--- config.mk ---
export PLATFORM = sky130hd
export DESIGN_NAME = tlb_miss_walker
export DESIGN_NICKNAME = d
export VERILOG_FILES = /design/src/rtl/tlb_miss_walker_pkg.sv /design/src/rtl/tlb_miss_walker_timer.sv /design/src/rtl/tlb_miss_walker.sv
export SDC_FILE = /design/constraint.sdc
export NUM_CORES = 1
export LEC_CHECK = 0
export CELL_PAD_IN_SITES_DETAIL_PLACEMENT = 0
export CELL_PAD_IN_SITES_GLOBAL_PLACEMENT = 2
export CORE_UTILIZATION = 30
export CTS_CLUSTER_SIZE = 28
export DETAILED_ROUTE_END_ITERATION = 10
export PLACE_DENSITY_LB_ADDON = 0.15
export SYNTH_ARGS = -nofsm -noshare
export SYNTH_HDL_FRONTEND = slang
export SYNTH_HIERARCHICAL = 1
export SYNTH_SLANG_ARGS = --single-unit
--- constraint.sdc ---
create_clock -name clk -period 6.5 [get_ports clk]
set_clock_uncertainty 0.1 [all_clocks]
set_input_delay 1.3 -clock clk [delete_from_list [all_inputs] [get_ports clk]]
set_output_delay 1.3 -clock clk [all_outputs]
set_load 0.01 [all_outputs]
--- src/rtl/tlb_miss_walker_pkg.sv ---
// Shared types for the TLB miss walker: CAM command codes,
// walker states and the PTE valid-bit position.
package tlb_miss_walker_pkg;

  typedef enum logic [1:0] {
    CAM_NOP = 2'b00,
    CAM_INS = 2'b01,
    CAM_DEL = 2'b10,
    CAM_RD  = 2'b11
  } cam_cmd_e;

  typedef enum logic [2:0] {
    S_IDLE,
    S_LOOKUP,
    S_RD_WAIT,
    S_WALK,
    S_PT_WAIT,
    S_FILL,
    S_FILL_WAIT,
    S_RESP
  } walk_state_e;

  // PTE layout: page in [aw-1:0], valid flag directly above it.
  function automatic int pte_vbit(input int aw);
    return aw;
  endfunction

endpackage

--- src/rtl/tlb_miss_walker_timer.sv ---
// Page-table timeout down-counter. start_i loads the limit, ack_i clears it,
// expired_o flags the last allowed wait cycle.
module tlb_pt_timer #(
  parameter int T = 15
) (
  input  logic clk,
  input  logic rst_n,
  input  logic start_i,
  input  logic ack_i,
  output logic expired_o
);

  localparam int TW = $clog2(T + 1);

  logic [TW-1:0] cnt_q;

  always_ff @(posedge clk or negedge rst_n) begin
    if (!rst_n) begin
      cnt_q <= '0;
    end else if (start_i) begin
      cnt_q <= TW'(T);
    end else if (ack_i) begin
      cnt_q <= '0;
    end else if (cnt_q != '0) begin
      cnt_q <= cnt_q - TW'(1);
    end
  end

  assign expired_o = (cnt_q == TW'(1));

endmodule

--- src/rtl/tlb_miss_walker.sv ---
// TLB miss walker: reads the translation CAM, walks the page table on a
// miss, installs the PTE, retries once and responds with paddr or fault.
module tlb_miss_walker
  import tlb_miss_walker_pkg::*;
#(
  parameter int AW         = 8,
  parameter int PT_TIMEOUT = 15,
  parameter int CNT_W      = 16
) (
  input  logic             clk,
  input  logic             rst,
  input  logic             req_valid,
  input  logic [AW-1:0]    req_vaddr,
  output logic             req_ready,
  output logic             resp_valid,
  output logic [AW-1:0]    resp_paddr,
  output logic             resp_fault,
  output logic [1:0]       cam_cmd,
  output logic [AW-1:0]    cam_key,
  output logic [AW-1:0]    cam_datain,
  input  logic [AW-1:0]    cam_dataout,
  input  logic             cam_outvalid,
  input  logic             cam_pagefault,
  input  logic             cam_outrdy,
  output logic             pt_req,
  output logic [AW-1:0]    pt_addr,
  input  logic             pt_ack,
  input  logic [AW:0]      pt_data,
  output logic [CNT_W-1:0] miss_cnt
);

  localparam int VB = pte_vbit(AW);

  walk_state_e      state_q;
  cam_cmd_e         cam_cmd_q;
  logic [AW-1:0]    vaddr_q;
  logic [AW-1:0]    page_q;
  logic             retry_q;
  logic [AW-1:0]    cam_key_q;
  logic [AW-1:0]    cam_datain_q;
  logic             pt_req_q;
  logic [AW-1:0]    pt_addr_q;
  logic             resp_valid_q;
  logic [AW-1:0]    resp_paddr_q;
  logic             resp_fault_q;
  logic [CNT_W-1:0] miss_cnt_q;
  logic             pt_expired;

  tlb_pt_timer #(
    .T(PT_TIMEOUT)
  ) u_timer (
    .clk      (clk),
    .rst_n    (rst),
    .start_i  (state_q == S_WALK),
    .ack_i    (pt_ack && state_q == S_PT_WAIT),
    .expired_o(pt_expired)
  );

  always_ff @(posedge clk or negedge rst) begin
    if (!rst) begin
      state_q      <= S_IDLE;
      cam_cmd_q    <= CAM_NOP;
      vaddr_q      <= '0;
      page_q       <= '0;
      retry_q      <= 1'b0;
      cam_key_q    <= '0;
      cam_datain_q <= '0;
      pt_req_q     <= 1'b0;
      pt_addr_q    <= '0;
      resp_valid_q <= 1'b0;
      resp_paddr_q <= '0;
      resp_fault_q <= 1'b0;
      miss_cnt_q   <= '0;
    end else begin
      resp_valid_q <= 1'b0;
      unique case (state_q)
        S_IDLE: begin
          if (req_valid) begin
            vaddr_q   <= req_vaddr;
            cam_key_q <= req_vaddr;
            state_q   <= S_LOOKUP;
          end
        end
        S_LOOKUP: begin
          if (cam_outrdy) begin
            cam_cmd_q <= CAM_RD;
            state_q   <= S_RD_WAIT;
          end
        end
        S_RD_WAIT: begin
          // a hit wins over a simultaneous pagefault
          if (cam_outvalid) begin
            cam_cmd_q    <= CAM_NOP;
            resp_valid_q <= 1'b1;
            resp_paddr_q <= cam_dataout;
            resp_fault_q <= 1'b0;
            state_q      <= S_RESP;
          end else if (cam_pagefault) begin
            cam_cmd_q <= CAM_NOP;
            if (retry_q) begin
              resp_valid_q <= 1'b1;
              resp_paddr_q <= '0;
              resp_fault_q <= 1'b1;
              state_q      <= S_RESP;
            end else begin
              if (miss_cnt_q != '1)
                miss_cnt_q <= miss_cnt_q + CNT_W'(1);
              state_q <= S_WALK;
            end
          end
        end
        S_WALK: begin
          pt_req_q  <= 1'b1;
          pt_addr_q <= vaddr_q;
          state_q   <= S_PT_WAIT;
        end
        S_PT_WAIT: begin
          // an ack on the expiry cycle still counts
          if (pt_ack) begin
            pt_req_q <= 1'b0;
            page_q   <= pt_data[AW-1:0];
            if (pt_data[VB]) begin
              state_q <= S_FILL;
            end else begin
              resp_valid_q <= 1'b1;
              resp_paddr_q <= '0;
              resp_fault_q <= 1'b1;
              state_q      <= S_RESP;
            end
          end else if (pt_expired) begin
            pt_req_q     <= 1'b0;
            resp_valid_q <= 1'b1;
            resp_paddr_q <= '0;
            resp_fault_q <= 1'b1;
            state_q      <= S_RESP;
          end
        end
        S_FILL: begin
          if (cam_outrdy) begin
            cam_cmd_q    <= CAM_INS;
            cam_key_q    <= vaddr_q;
            cam_datain_q <= page_q;
            state_q      <= S_FILL_WAIT;
          end
        end
        S_FILL_WAIT: begin
          // skip the INS cycle itself; outrdy is only trusted after it
          cam_cmd_q <= CAM_NOP;
          if (cam_cmd_q == CAM_NOP && cam_outrdy) begin
            retry_q <= 1'b1;
            state_q <= S_LOOKUP;
          end
        end
        S_RESP: begin
          retry_q <= 1'b0;
          state_q <= S_IDLE;
        end
        default: state_q <= S_IDLE;
      endcase
    end
  end

  assign req_ready  = (state_q == S_IDLE);
  assign resp_valid = resp_valid_q;
  assign resp_paddr = resp_paddr_q;
  assign resp_fault = resp_fault_q;
  assign cam_cmd    = cam_cmd_q;
  assign cam_key    = cam_key_q;
  assign cam_datain = cam_datain_q;
  assign pt_req     = pt_req_q;
  assign pt_addr    = pt_addr_q;
  assign miss_cnt   = miss_cnt_q;

endmodule

* Word-level counts from Yosys, hierarchy flattened
Index checks and enable logic that the tools add are counted.
W data, S select, Z words.
** Storage, ports and cells
- Register bits :: 77
- Logic and storage cells :: 104
- Input port bits :: 32
** Cells by class
- Bitwise gates (word level) :: 2
- Muxes and demuxes :: 48
- Reduce and logical (&&, ||, !) cells :: 21
- Eq/ne operators :: 17
- Add/subtract/negate cells :: 2
** Operators by type and width (count)
- $mux W8 :: 8
- $pmux W8 S2 :: 2
- $mux W3 :: 9
- $pmux W3 S8 :: 1
- $add A16 B1 Y16 const B :: 1
- $ne A16 B16 Y1 const B :: 1
- $mux W1 :: 15
- $eq A3 B3 Y1 const B :: 4
- $mux W4 :: 3
- $ne A3 B3 Y1 const B :: 4
- $mux W2 :: 5
- $reduce_and A2 Y1 :: 5
- $reduce_and A5 Y1 :: 2
- $ne A2 B2 Y1 const B :: 4
- $pmux W1 S2 :: 4
- $pmux W2 S4 :: 1
- $reduce_bool A2 Y1 :: 4
- $reduce_bool A4 Y1 :: 2
- $eq A3 B2 Y1 const B :: 2
- $reduce_and A6 Y1 :: 1
- $eq A4 B1 Y1 const B :: 1
- $reduce_and A4 Y1 :: 1
- $sub A4 B1 Y4 const B :: 1
- $eq A3 B1 Y1 const B :: 1
- 6 further kinds :: 8

* Depth between registers and ports, before layout
- Depth after elaboration :: 4
- Mapped depth :: 9

* By module
The synthesis kept the hierarchy.
** Modules (own cells, without submodules)
- tlb_miss_walker :: area each 3326.9 um^2, cells each 279, times used 1
- tlb_pt_timer :: area each 231.5 um^2, cells each 21, times used 1

* Worst setup path after synthesis
No wires, ideal clock.
- Kind :: input to register
- Start point :: input port cam_outrdy
- End point :: register state_q[0]
- Data arrival time :: 2.599 ns
- Cell stages on the path :: 4
- Library setup time :: 0.125 ns
- Slack :: 3.677 ns
- Cells stage by stage :: or3b_1 and3_2 nor4b_4 mux2_2
** Between the ends
- Word-level cells in the longest chain between the ends :: 3
** RTL lines
- start, declared :: RTL line tlb_miss_walker.sv:24 : input logic cam_outrdy,
- $logic_and A1 B1 Y1 :: RTL line tlb_miss_walker.sv:149 : if (cam_cmd_q == CAM_NOP && cam_outrdy) begin
- $ne A2 B2 Y1 (no source line)
- $reduce_and A6 Y1 (no source line) (*)
- end signal, assigned :: RTL line tlb_miss_walker.sv:151 : state_q <= S_LOOKUP;
- end signal, assigned :: RTL line tlb_miss_walker.sv:156 : state_q <= S_IDLE;
- end signal, assigned :: RTL line tlb_miss_walker.sv:158 : default: state_q <= S_IDLE;
- end, declared :: RTL line tlb_miss_walker.sv:34 : walk_state_e state_q;
Every way passes the cells marked *; elsewhere a longest branch is shown, timed or not.
A chain may end at the register's enable or synchronous reset.

* Final worst setup path
- Start point :: register state_q[0]
- End point :: output port req_ready
** Between the ends
- Word-level cells in the longest chain between the ends :: 1
** RTL lines
- start signal, assigned :: RTL line tlb_miss_walker.sv:61 : state_q <= S_IDLE;
- start signal, assigned :: RTL line tlb_miss_walker.sv:81 : state_q <= S_LOOKUP;
- start signal, assigned :: RTL line tlb_miss_walker.sv:87 : state_q <= S_RD_WAIT;
- $logic_not A3 Y1 :: RTL line tlb_miss_walker.sv:163 : assign req_ready = (state_q == S_IDLE);
- end, declared :: RTL line tlb_miss_walker.sv:14 : output logic req_ready,
Every way passes these cells.

==> flow_metrics.env <==
export IMPL_drt_iter0_drc=76
export IMPL_drcViolationCount=0
export IMPL_place_congestion=0.717
export IMPL_p_per_area_nw_per_um2=420
export IMPL_fin_crit_ps=3350
export IMPL_clock_sinks=77
export IMPL_cts_buffers=9
export IMPL_slew_violations=0
export IMPL_worstPathArrival_ps=1950
export IMPL_syn_to_final_growth_pct=35.7
export IMPL_initial_utilization=0.310
export IMPL_fmax_mhz=299
export IMPL_drtPass1Iterations=4
export IMPL_place_area_sq_um=4550
export IMPL_crit_path_max_fanout=6
export IMPL_postRouteAntennaNets=0
export IMPL_core_sq_um=11500
export IMPL_ys_seq_elements=77
export IMPL_yosysTopAreaCell="dfrtp_1"
export IMPL_synth_ff_type="dfrtp_1"
export IMPL_hpwl_um=5280
export IMPL_die_h_um=111
export IMPL_finalNetCount=429
export IMPL_hold_buffers=0
export IMPL_post_drt_wl_per_cell_um=14.6
export IMPL_postSynth_asyncResetShare=1.00
export IMPL_final_cells=537
export IMPL_cap_violations=0
export IMPL_clk_path_buf_depth=2
export IMPL_clk_latency_ps=340
export IMPL_track_usage=0.138
export IMPL_yosysSeqAreaShare=0.541
export IMPL_yosysMostFrequentCell="dfrtp_1"
export IMPL_portBuffers=85
export IMPL_peakVddDrop_v=0.000212
export IMPL_synth_nets=340
export IMPL_synth_area_per_cell_sq_um=11.9
export IMPL_pre_cts_ws_ps=3080
export IMPL_wirelength_um=7870
export IMPL_hold_viol=0
export IMPL_vias=2527
export IMPL_crit_required_ps=5100
export IMPL_cts_tree="yes"
export IMPL_cp_top_family="buffers and inverters"
export IMPL_cts_resized_gates=0
export IMPL_utilization=0.421
export IMPL_cp_slowest_cell="clkdlybuf4s50_1"
export IMPL_crit_buf_inv=2
export IMPL_synthCells=300
export IMPL_setup_slack_ps=3150
export IMPL_cts_htree_levels=3
export IMPL_dieArea_sq_um=12300
export IMPL_syn_area_sq_um=3560
export IMPL_ys_types=47
export IMPL_layout_drive_gt1_share=0.160
export IMPL_worstHoldPathType="register to register"
export IMPL_grt_pass1_vias=2676
export IMPL_path_cells="inv_1 > ha_1 > nor2b_1 > clkdlybuf4s50_1"
export IMPL_status="finished clean"
export IMPL_maxSlewHeadroom=0.327
export IMPL_slowest_delay_ps=590
export IMPL_rsz0062_at_grt="no"
export IMPL_yosysTopAreaCellShare=0.541
export IMPL_synth_edf_count=0
export IMPL_synth_commonest_cells="dfrtp_1, nand2_1, mux2_2, o21ai_0, mux2i_1"
export IMPL_clockRootBuffer="clkbuf_16"
export IMPL_worst_pin_slew_ps=1010
export IMPL_grt_pass1_wl_um=13400
export IMPL_fp_dieW_um=111
export IMPL_grt_ovfl_total=0
export IMPL_cp_start_kind="register"
export IMPL_synth_warning_count=6
export IMPL_synth_area_top_cells="dfrtp_1, mux2_2, nand2_1"
export IMPL_fin_crit_sh=0.515
export IMPL_setup_violations=0
export IMPL_fin_setup_tns_ps=0
export IMPL_fin_area_sq_um=4830
export IMPL_io_pins=86
export IMPL_post_cts_buffers=0
export IMPL_antenna_found_initial=0
export IMPL_end_kind="primary output"
export IMPL_num_rows=39
export IMPL_clk_pin_slew_ps=60
export IMPL_setup_worst_path_class="register to primary output"
export IMPL_dp_cells=521
export IMPL_grt_start_max_net_pins=78
export IMPL_cellLeakagePower_uw=0.00218
export IMPL_viasPerCell=4.71
export IMPL_antenna_cells=0
==> worst register-to-register path, delay by kind of cell (launching register included) <==
kind,cells,cell delay (ps)
muxes,1,350
buffers and inverters,1,130
and+or+nand+nor,3,1040
adders and majority gates,1,290
DFF,1,430
==> layout by cell type (no fill, tap or decap), types with 5 or more instances in the layout <==
cell / synthesis / final
mux2_2: 35 / 35
nor2_1: 8 / 8
dfrtp_1: 77 / 77
nand3_1: 7 / 7
nand2_1: 39 / 39
a21oi_1: 5 / 5
clkbuf_16: 0 / 9
clkdlybuf4s50_1: 0 / 84
inv_1: 11 / 11
ha_1: 8 / 8
nand4_1: 6 / 6
xor2_1: 9 / 9
mux2i_1: 13 / 13
nor3_1: 6 / 6
o21ai_0: 21 / 21
==> state kept, by name (all words and copies together), names as in the netlist, 2 cells and up <==
name,cells
vaddr_q,8
resp_paddr,8
cam_datain,8
miss_cnt,16
page_q,8
cam_key,8
state_q,3
pt_addr,8
cam_cmd,2
u_timer/cnt_q,4
==> cell type report <==
cell class	count	area (sq um)
inverter	11	41.3
clock buffer	10	229
multi-input combinational	205	1560
tap	143	179
sequential	77	1930
clock inverter	6	48.8
timing repair buffer	85	848
fill	1102	6640
==> final timing paths <==
kind | start | endpoint | slack (ps) | cells after the start
min reg2reg | resp_paddr[1] | resp_paddr[1] | 380 | 2
min | resp_paddr[1] | resp_paddr[1] | 380 | 2
max | state_q[0] | req_ready | 3150 | 4
max reg2reg | state_q[0] | miss_cnt[1] | 4040 | 6
min in group asynchronous | rst | miss_cnt[9] | 1020 | 1
max in group asynchronous | rst | resp_paddr[1] | 4610 | 1
==> metrics by stage <==
step | power, uW | hold slack (ps)
finish | 2030 | 376
global route | 2170 | 411
CTS | 2070 | 384
detailed placement | 1580 | 371
global placement | 1570 | 362
floorplan | 1220 | 375
==> cell families (layout without fill, tap and decap cells) <==
family / count (synthesis) / count (layout) / share of synthesized area
AOI/OAI and AO/OA: 40 / 40 / 0.0700
xor gates and xnor gates: 12 / 12 / 0.0295
adders and majority gates: 8 / 8 / 0.0281
buffers and inverters: 18 / 112 / 0.0214
DFF: 77 / 77 / 0.541
muxes: 48 / 48 / 0.147
and+or+nand+nor: 97 / 97 / 0.162
==> per-layer routing <==
metal | track usage | vias to the layer above | part of all wire
li1 | - | 1238 | -
met1 | 0.179 | 1211 | 0.48
met2 | 0.204 | 70 | 0.43
met3 | 0.0541 | 8 | 0.068
met4 | 0.0587 | 0 | 0.017
met5 | 0 | - | 0
==> report_power, final <==
group	total, uW	internal, uW	switching [uW]
Sequential	792	666	126
Combinational	766	438	328
Clock	470	261	209
Total	2030	1370	663
Power figures use the tool's default switching activity.
